<file path="src/rtl/sumador_pkg.sv">
// Shared types, default sizes and operand extension for the adder/accumulator.
package sumador_pkg;

  typedef enum logic [1:0] {
    MODE_ADD      = 2'b00,
    MODE_SUB      = 2'b01,
    MODE_ACC      = 2'b10,
    MODE_ACC_LOAD = 2'b11
  } mode_e;

  localparam int unsigned DEF_DATA_W = 16;
  localparam int unsigned DEF_OUT_W  = 32;
  localparam int unsigned DEF_LANES  = 4;

  // Widest result lane the extension helper can produce.
  localparam int unsigned EXT_MAX_W  = 64;

  // Extend the low data_w bits of value to EXT_MAX_W bits, sign- or zero-filled.
  // Callers truncate the result to their own lane width.
  function automatic logic [EXT_MAX_W-1:0] extend(input logic [EXT_MAX_W-1:0] value,
                                                  input int unsigned           data_w,
                                                  input logic                  is_signed);
    logic [EXT_MAX_W-1:0] ones;
    logic [EXT_MAX_W-1:0] mask;
    logic                 fill;
    ones = '1;
    mask = ~(ones << data_w);
    fill = is_signed & (|((value >> (data_w - 1)) & EXT_MAX_W'(1)));
    return fill ? (value | ~mask) : (value & mask);
  endfunction

endpackage

</file>
<file path="src/rtl/sumador_lane.sv">
// One lane: S2 arithmetic, accumulator register and sticky overflow flag.
module sumador_lane
  import sumador_pkg::*;
#(
  parameter int unsigned DATA_W = DEF_DATA_W,
  parameter int unsigned OUT_W  = DEF_OUT_W
) (
  input  logic              clk_i,
  input  logic              rst_i,
  input  logic              en_i,
  input  logic [DATA_W-1:0] a_i,
  input  logic [DATA_W-1:0] b_i,
  input  logic [1:0]        mode_i,
  input  logic              is_signed_i,
  output logic [OUT_W-1:0]  out_o,
  output logic              overflow_o
);

  mode_e            mode;
  logic [OUT_W-1:0] ext_a;
  logic [OUT_W-1:0] ext_b;
  logic [OUT_W-1:0] sum;
  logic [OUT_W-1:0] diff;
  logic [OUT_W:0]   acc_wide;
  logic             acc_ovf;

  logic [OUT_W-1:0] acc_q,    acc_d;
  logic [OUT_W-1:0] out_q,    out_d;
  logic             sticky_q, sticky_d;

  // Extend operands, compute all candidate results and select by mode.
  always_comb begin
    mode     = mode_e'(mode_i);
    ext_a    = OUT_W'(extend(EXT_MAX_W'(a_i), DATA_W, is_signed_i));
    ext_b    = OUT_W'(extend(EXT_MAX_W'(b_i), DATA_W, is_signed_i));
    sum      = ext_a + ext_b;
    diff     = ext_a - ext_b;
    acc_wide = {1'b0, acc_q} + {1'b0, sum};
    // Signed overflow: both addends share a sign that the result does not.
    acc_ovf  = is_signed_i ? ((acc_q[OUT_W-1] == sum[OUT_W-1]) &&
                              (acc_wide[OUT_W-1] != acc_q[OUT_W-1]))
                           : acc_wide[OUT_W];

    acc_d    = acc_q;
    out_d    = out_q;
    sticky_d = sticky_q;
    case (mode)
      MODE_ADD: out_d = sum;
      MODE_SUB: out_d = diff;
      MODE_ACC: begin
        acc_d    = acc_wide[OUT_W-1:0];
        out_d    = acc_wide[OUT_W-1:0];
        sticky_d = sticky_q | acc_ovf;
      end
      MODE_ACC_LOAD: begin
        acc_d    = sum;
        out_d    = sum;
        sticky_d = 1'b0;
      end
      default: out_d = sum;
    endcase
  end

  // State advances only when a beat moves from S1 into S2, so stalls hold everything.
  always_ff @(posedge clk_i or posedge rst_i) begin
    if (rst_i) begin
      acc_q    <= '0;
      out_q    <= '0;
      sticky_q <= 1'b0;
    end else if (en_i) begin
      acc_q    <= acc_d;
      out_q    <= out_d;
      sticky_q <= sticky_d;
    end
  end

  assign out_o      = out_q;
  assign overflow_o = sticky_q;

endmodule

</file>
<file path="src/rtl/sumador_acumulador.sv">
// Two-stage multi-lane adder/subtractor/accumulator with valid/ready on both sides.
module sumador_acumulador
  import sumador_pkg::*;
#(
  parameter int unsigned DATA_W = DEF_DATA_W,
  parameter int unsigned OUT_W  = DEF_OUT_W,
  parameter int unsigned LANES  = DEF_LANES
) (
  input  logic                   clk,
  input  logic                   rst,
  input  logic                   in_valid,
  output logic                   in_ready,
  input  logic [LANES*DATA_W-1:0] operA,
  input  logic [LANES*DATA_W-1:0] operB,
  input  logic [1:0]             mode,
  input  logic                   is_signed,
  output logic                   out_valid,
  input  logic                   out_ready,
  output logic [LANES*OUT_W-1:0] out,
  output logic [LANES-1:0]       overflow
);

  if (OUT_W < DATA_W + 1) begin : g_bad_out_w
    $error("sumador_acumulador: OUT_W must be at least DATA_W+1");
  end
  if (OUT_W > EXT_MAX_W) begin : g_wide_out_w
    $error("sumador_acumulador: OUT_W exceeds EXT_MAX_W");
  end
  if (LANES < 1) begin : g_no_lanes
    $error("sumador_acumulador: LANES must be at least 1");
  end

  logic                    s1_valid_q, s1_valid_d;
  logic [LANES*DATA_W-1:0] s1_a_q;
  logic [LANES*DATA_W-1:0] s1_b_q;
  mode_e                   s1_mode_q;
  logic                    s1_signed_q;
  logic                    out_valid_q, out_valid_d;

  logic s2_ready;
  logic s1_move;
  logic in_fire;

  // Handshake: each stage accepts when empty or when its content leaves this cycle.
  always_comb begin
    s2_ready    = !out_valid_q || out_ready;
    in_ready    = !rst && (!s1_valid_q || s2_ready);
    in_fire     = in_valid && in_ready;
    s1_move     = s1_valid_q && s2_ready;
    s1_valid_d  = in_ready ? in_valid : s1_valid_q;
    out_valid_d = s2_ready ? s1_valid_q : out_valid_q;
  end

  // S1 operand register and stage valids.
  always_ff @(posedge clk or posedge rst) begin
    if (rst) begin
      s1_valid_q  <= 1'b0;
      out_valid_q <= 1'b0;
      s1_a_q      <= '0;
      s1_b_q      <= '0;
      s1_mode_q   <= MODE_ADD;
      s1_signed_q <= 1'b0;
    end else begin
      s1_valid_q  <= s1_valid_d;
      out_valid_q <= out_valid_d;
      if (in_fire) begin
        s1_a_q      <= operA;
        s1_b_q      <= operB;
        s1_mode_q   <= mode_e'(mode);
        s1_signed_q <= is_signed;
      end
    end
  end

  for (genvar i = 0; i < LANES; i++) begin : g_lane
    sumador_lane #(
      .DATA_W(DATA_W),
      .OUT_W (OUT_W)
    ) u_lane (
      .clk_i      (clk),
      .rst_i      (rst),
      .en_i       (s1_move),
      .a_i        (s1_a_q[i*DATA_W +: DATA_W]),
      .b_i        (s1_b_q[i*DATA_W +: DATA_W]),
      .mode_i     (s1_mode_q),
      .is_signed_i(s1_signed_q),
      .out_o      (out[i*OUT_W +: OUT_W]),
      .overflow_o (overflow[i])
    );
  end

  assign out_valid = out_valid_q;

endmodule

</file>
<file path="config.mk">
export PLATFORM = sky130hd
export DESIGN_NAME = sumador_acumulador
export DESIGN_NICKNAME = d
export VERILOG_FILES = /design/src/rtl/sumador_pkg.sv /design/src/rtl/sumador_lane.sv /design/src/rtl/sumador_acumulador.sv
export SDC_FILE = /design/constraint.sdc
export NUM_CORES = 1
export LEC_CHECK = 0
export CAP_MARGIN = 20
export CORE_MARGIN = 10
export CORE_UTILIZATION = 64
export DETAILED_ROUTE_END_ITERATION = 8
export GPL_ROUTABILITY_DRIVEN = 1
export PLACE_DENSITY = 0.95
export SYNTH_ARGS = -nofsm -noshare
export SYNTH_HDL_FRONTEND = slang
export SYNTH_SLANG_ARGS = --single-unit
</file>
<file path="constraint.sdc">
create_clock -name clk -period 35.4 [get_ports clk]
set_clock_uncertainty 0.15 [all_clocks]
set_input_delay 8.85 -clock clk [delete_from_list [all_inputs] [get_ports clk]]
set_output_delay 8.85 -clock clk [all_outputs]
set_load 0.005 [all_outputs]
</file>
==> impl_metrics.json <==
{
  "fin_setup_tns_ns": 0,
  "die-width_um": 235,
  "h-tree-depth": 2,
  "start_kind": "input pin",
  "wl_per_cell_um": 21.5,
  "synth_area_sq_mm": 0.0295,
  "fill_cells": 3271,
  "rsz0062_at_grt": "no",
  "fin_nets": 4033,
  "post-route-period-util_pct": 54.5,
  "fmax_mhz": 51.9,
  "relSlewSlack_pct": 26.9,
  "initial_utilization_pct": 64.9,
  "leakagePower_uw": 0.0154,
  "grt_max_degree": 107,
  "hold_path_class": "flip-flop to flip-flop",
  "critPathArrivalTime_ns": 10.28,
  "grt_pass1_vias": 27300,
  "synth_nets": 3877,
  "synthArstFlopShare_pct": 100,
  "grt-ovfl-total": 0,
  "p_comb_share_pct": 65.7,
  "maxCapViolCount": 0,
  "ys_seq_area_share_pct": 33.3,
  "vias": 28100,
  "internal_power_uw": 1910,
  "clkTransAtPathRegs_ns": 0.06,
  "dpl.hpwl_mm": 64.1,
  "ir_drop_v": 0.0000546,
  "regArea_sq_mm": 0.00983,
  "worstSetupEndpointType": "primary output",
  "ys_types": 88,
  "num_antenna_cells": 0,
  "antenna_found_initial": 1,
  "powerDensity_mw_per_mm2": 107,
  "critPathKind": "input pin to primary output",
  "hold_viol_final": 0,
  "root_buffer": "clkbuf_16",
  "final_util_pct": 74.9,
  "power_frac_seq_pct": 20.5,
  "setup_violations": 0,
  "drt-initial-drc-count": 3324,
  "die_area_sq_mm": 0.0551,
  "multi_input_area_sq_mm": 0.0183,
  "synth_flop_cell": "dfrtp_1",
  "cts_tree": "done",
  "gp_congestion": 0.961,
  "yosysWarnings": 0,
  "worst_pin_slew_ns": 1.09,
  "synth_cells": 3455,
  "grt_first_pass_wirelength_mm": 146,
  "p_sw_share_pct": 47.5,
  "cts-resized-gates": 0,
  "core_sq_mm": 0.0455,
  "clock-sinks": 393,
  "io_pins": 269,
  "cts_buffers": 45,
  "required_ns": 26.40,
  "final.min_clock_period_ns": 19.28,
  "slew_violations": 0,
  "switchingPower_uw": 1730,
  "drive_gt1_share_pct": 6.20,
  "rows": 78,
  "status": "complete, no violations",
  "clk_path_buf_depth": 3,
  "fin_cells": 4246,
  "first_pass_iters": 6,
  "grtUsageTotal_pct": 31.5,
  "ys_ff_latch": 393,
  "area_growth_pct": 15.3,
  "syn_area_per_cell_sq_um": 8.55,
  "vias_per_cell": 6.63,
  "clock_latency_ns": 0.60,
  "drtAntennaViolNets": 0,
  "pwr-share-clk_pct": 13.8,
  "postCtsHoldBufs": 0,
  "die_y_um": 235,
  "io_buffer_count": 268,
  "dpl.cell_count": 4163,
  "totalWireLength_mm": 91.4,
  "post_cts_buffers": 0,
  "drc_errors": 0,
  "critical_path.max_fanout": 3,
  "synth-edff-count": 0
}
-- logic make-up (layout without fill, tap and decap cells) --
family                     count (synthesis)  in the layout  synth area share (%)
buffers and inverters                    377            568                  4.93
and+or+nand+nor                          947            947                  14.4
adders and majority gates                287            287                  12.5
DFF                                      393            393                  33.3
AOI/OAI and AO/OA                       1164           1164                  25.9
muxes                                     66             66                  2.51
xor gates and xnor gates                 221            221                  6.55
-- metrics by stage --
step	setup slack, ns	total power, uW	hold slack (ns)	cell area [sq um]
2_1_floorplan	15.47	2410	0.295	29500
3_3_place_gp	16.20	2980	0.307	32500
3_5_place_dp	16.14	3050	0.316	32500
4_1_cts	16.11	3580	0.330	34000
5_1_grt	16.06	3890	0.349	34100
6_report	16.12	3640	0.329	34100
-- state kept, by name, summed over array words and instances, names as in the netlist --
signal / cells
s1_mode_q: 2
s1_valid_q: 1
g_lane.u_lane.acc_q: 128
s1_a_q: 64
g_lane.u_lane.overflow_o: 4
out_valid: 1
s1_signed_q: 1
g_lane.u_lane.out_o: 128
s1_b_q: 64
-- power by group through the flow --
stage | Combinational, uW | Clock (uW) | Sequential, uW
floorplan | 1690 | 0 | 721
CTS | 2330 | 503 | 743
finish | 2390 | 501 | 747
global placement | 2240 | 0 | 738
detailed placement | 2310 | 0 | 747
global route | 2610 | 521 | 764
-- worst max-delay path: stages --
cell	delay [ns]
clkdlybuf4s50_1	0.51
a31oi_1	0.34
clkdlybuf4s50_1	0.58
-- layer usage --
layer | track usage, % | share of wire (%) | up-vias | routed length (um)
li1 | - | - | 12800 | -
met1 | 39.8 | 39 | 13500 | 36000
met2 | 50.3 | 46 | 1604 | 41800
met3 | 7.20 | 10 | 304 | 9470
met4 | 15.0 | 4.5 | 2 | 4130
met5 | 0 | 0.014 | - | 13
-- placed cells by master (no fill, tap or decap), types with 42 or more instances in the layout --
master and n:
nand2_1 350, a21o_1 87, nor3_1 50, dfrtp_1 393, mux2_2 65, o21ai_0 240, xor2_1 69, xnor2_1 152
a21oi_1 315, a221o_1 42, clkdlybuf4s50_1 268, inv_1 191, ha_1 273, o22ai_1 62, clkbuf_16 47, nor2_1 302
-- cell usage after synthesis, types with 14 or more instances --
| cell type | instances | area share (%) |
|---|---|---|
| nand3_1 | 37 | 0.63 |
| a21oi_1 | 315 | 5.3 |
| o21a_1 | 38 | 0.97 |
| nor2b_1 | 38 | 0.81 |
| o22ai_1 | 62 | 1.3 |
| nor3_1 | 50 | 0.85 |
| nand2b_1 | 38 | 0.81 |
| nor2_1 | 306 | 3.9 |
| xnor2_1 | 152 | 4.5 |
| a211oi_1 | 33 | 0.84 |
| o21bai_1 | 39 | 0.99 |
| a221oi_1 | 38 | 1.1 |
| o21ai_0 | 240 | 4.1 |
| and3_1 | 15 | 0.32 |
| a31oi_1 | 41 | 0.87 |
| a21o_1 | 87 | 2.2 |
| o211ai_1 | 29 | 0.74 |
| nand2_1 | 351 | 4.5 |
| o31ai_1 | 15 | 0.38 |
| buf_2 | 14 | 0.24 |
| or3_1 | 20 | 0.42 |
| buf_1 | 14 | 0.18 |
| a22oi_1 | 39 | 0.99 |
| dfrtp_1 | 393 | 33 |
| ha_1 | 275 | 12 |
| nand4_1 | 22 | 0.47 |
| mux2_2 | 65 | 2.5 |
| a221o_1 | 42 | 1.4 |
| xor2_1 | 69 | 2.0 |
| inv_1 | 192 | 2.4 |
| clkbuf_1 | 151 | 1.9 |
| and2_1 | 15 | 0.32 |
-- area by class of cell --
cell class / count / area share, %
inverters: 193 / 2.15
flip-flops and latches: 393 / 28.9
clock inverters: 20 / 0.702
multi-input cells: 2685 / 53.7
well taps: 600 / 2.20
repair buffers: 293 / 8.45
clock buffers: 62 / 3.88
-- worst paths after layout --
check	endpoint	slack, ns	cells past startpoint	start
setup / recovery	in_ready	16.12	3	rst
hold reg to reg	g_lane[1].u_lane.out_o[1]	0.33	2	g_lane[1].u_lane.out_o[1]
max in group asynchronous	g_lane[0].u_lane.acc_q[27]	24.88	3	rst
min in group asynchronous	s1_a_q[62]	8.68	2	rst
setup reg to reg	g_lane[0].u_lane.out_o[31]	28.86	23	s1_b_q[0]
hold / removal	g_lane[1].u_lane.out_o[1]	0.33	2	g_lane[1].u_lane.out_o[1]
(Power assumes the default switching activity.)
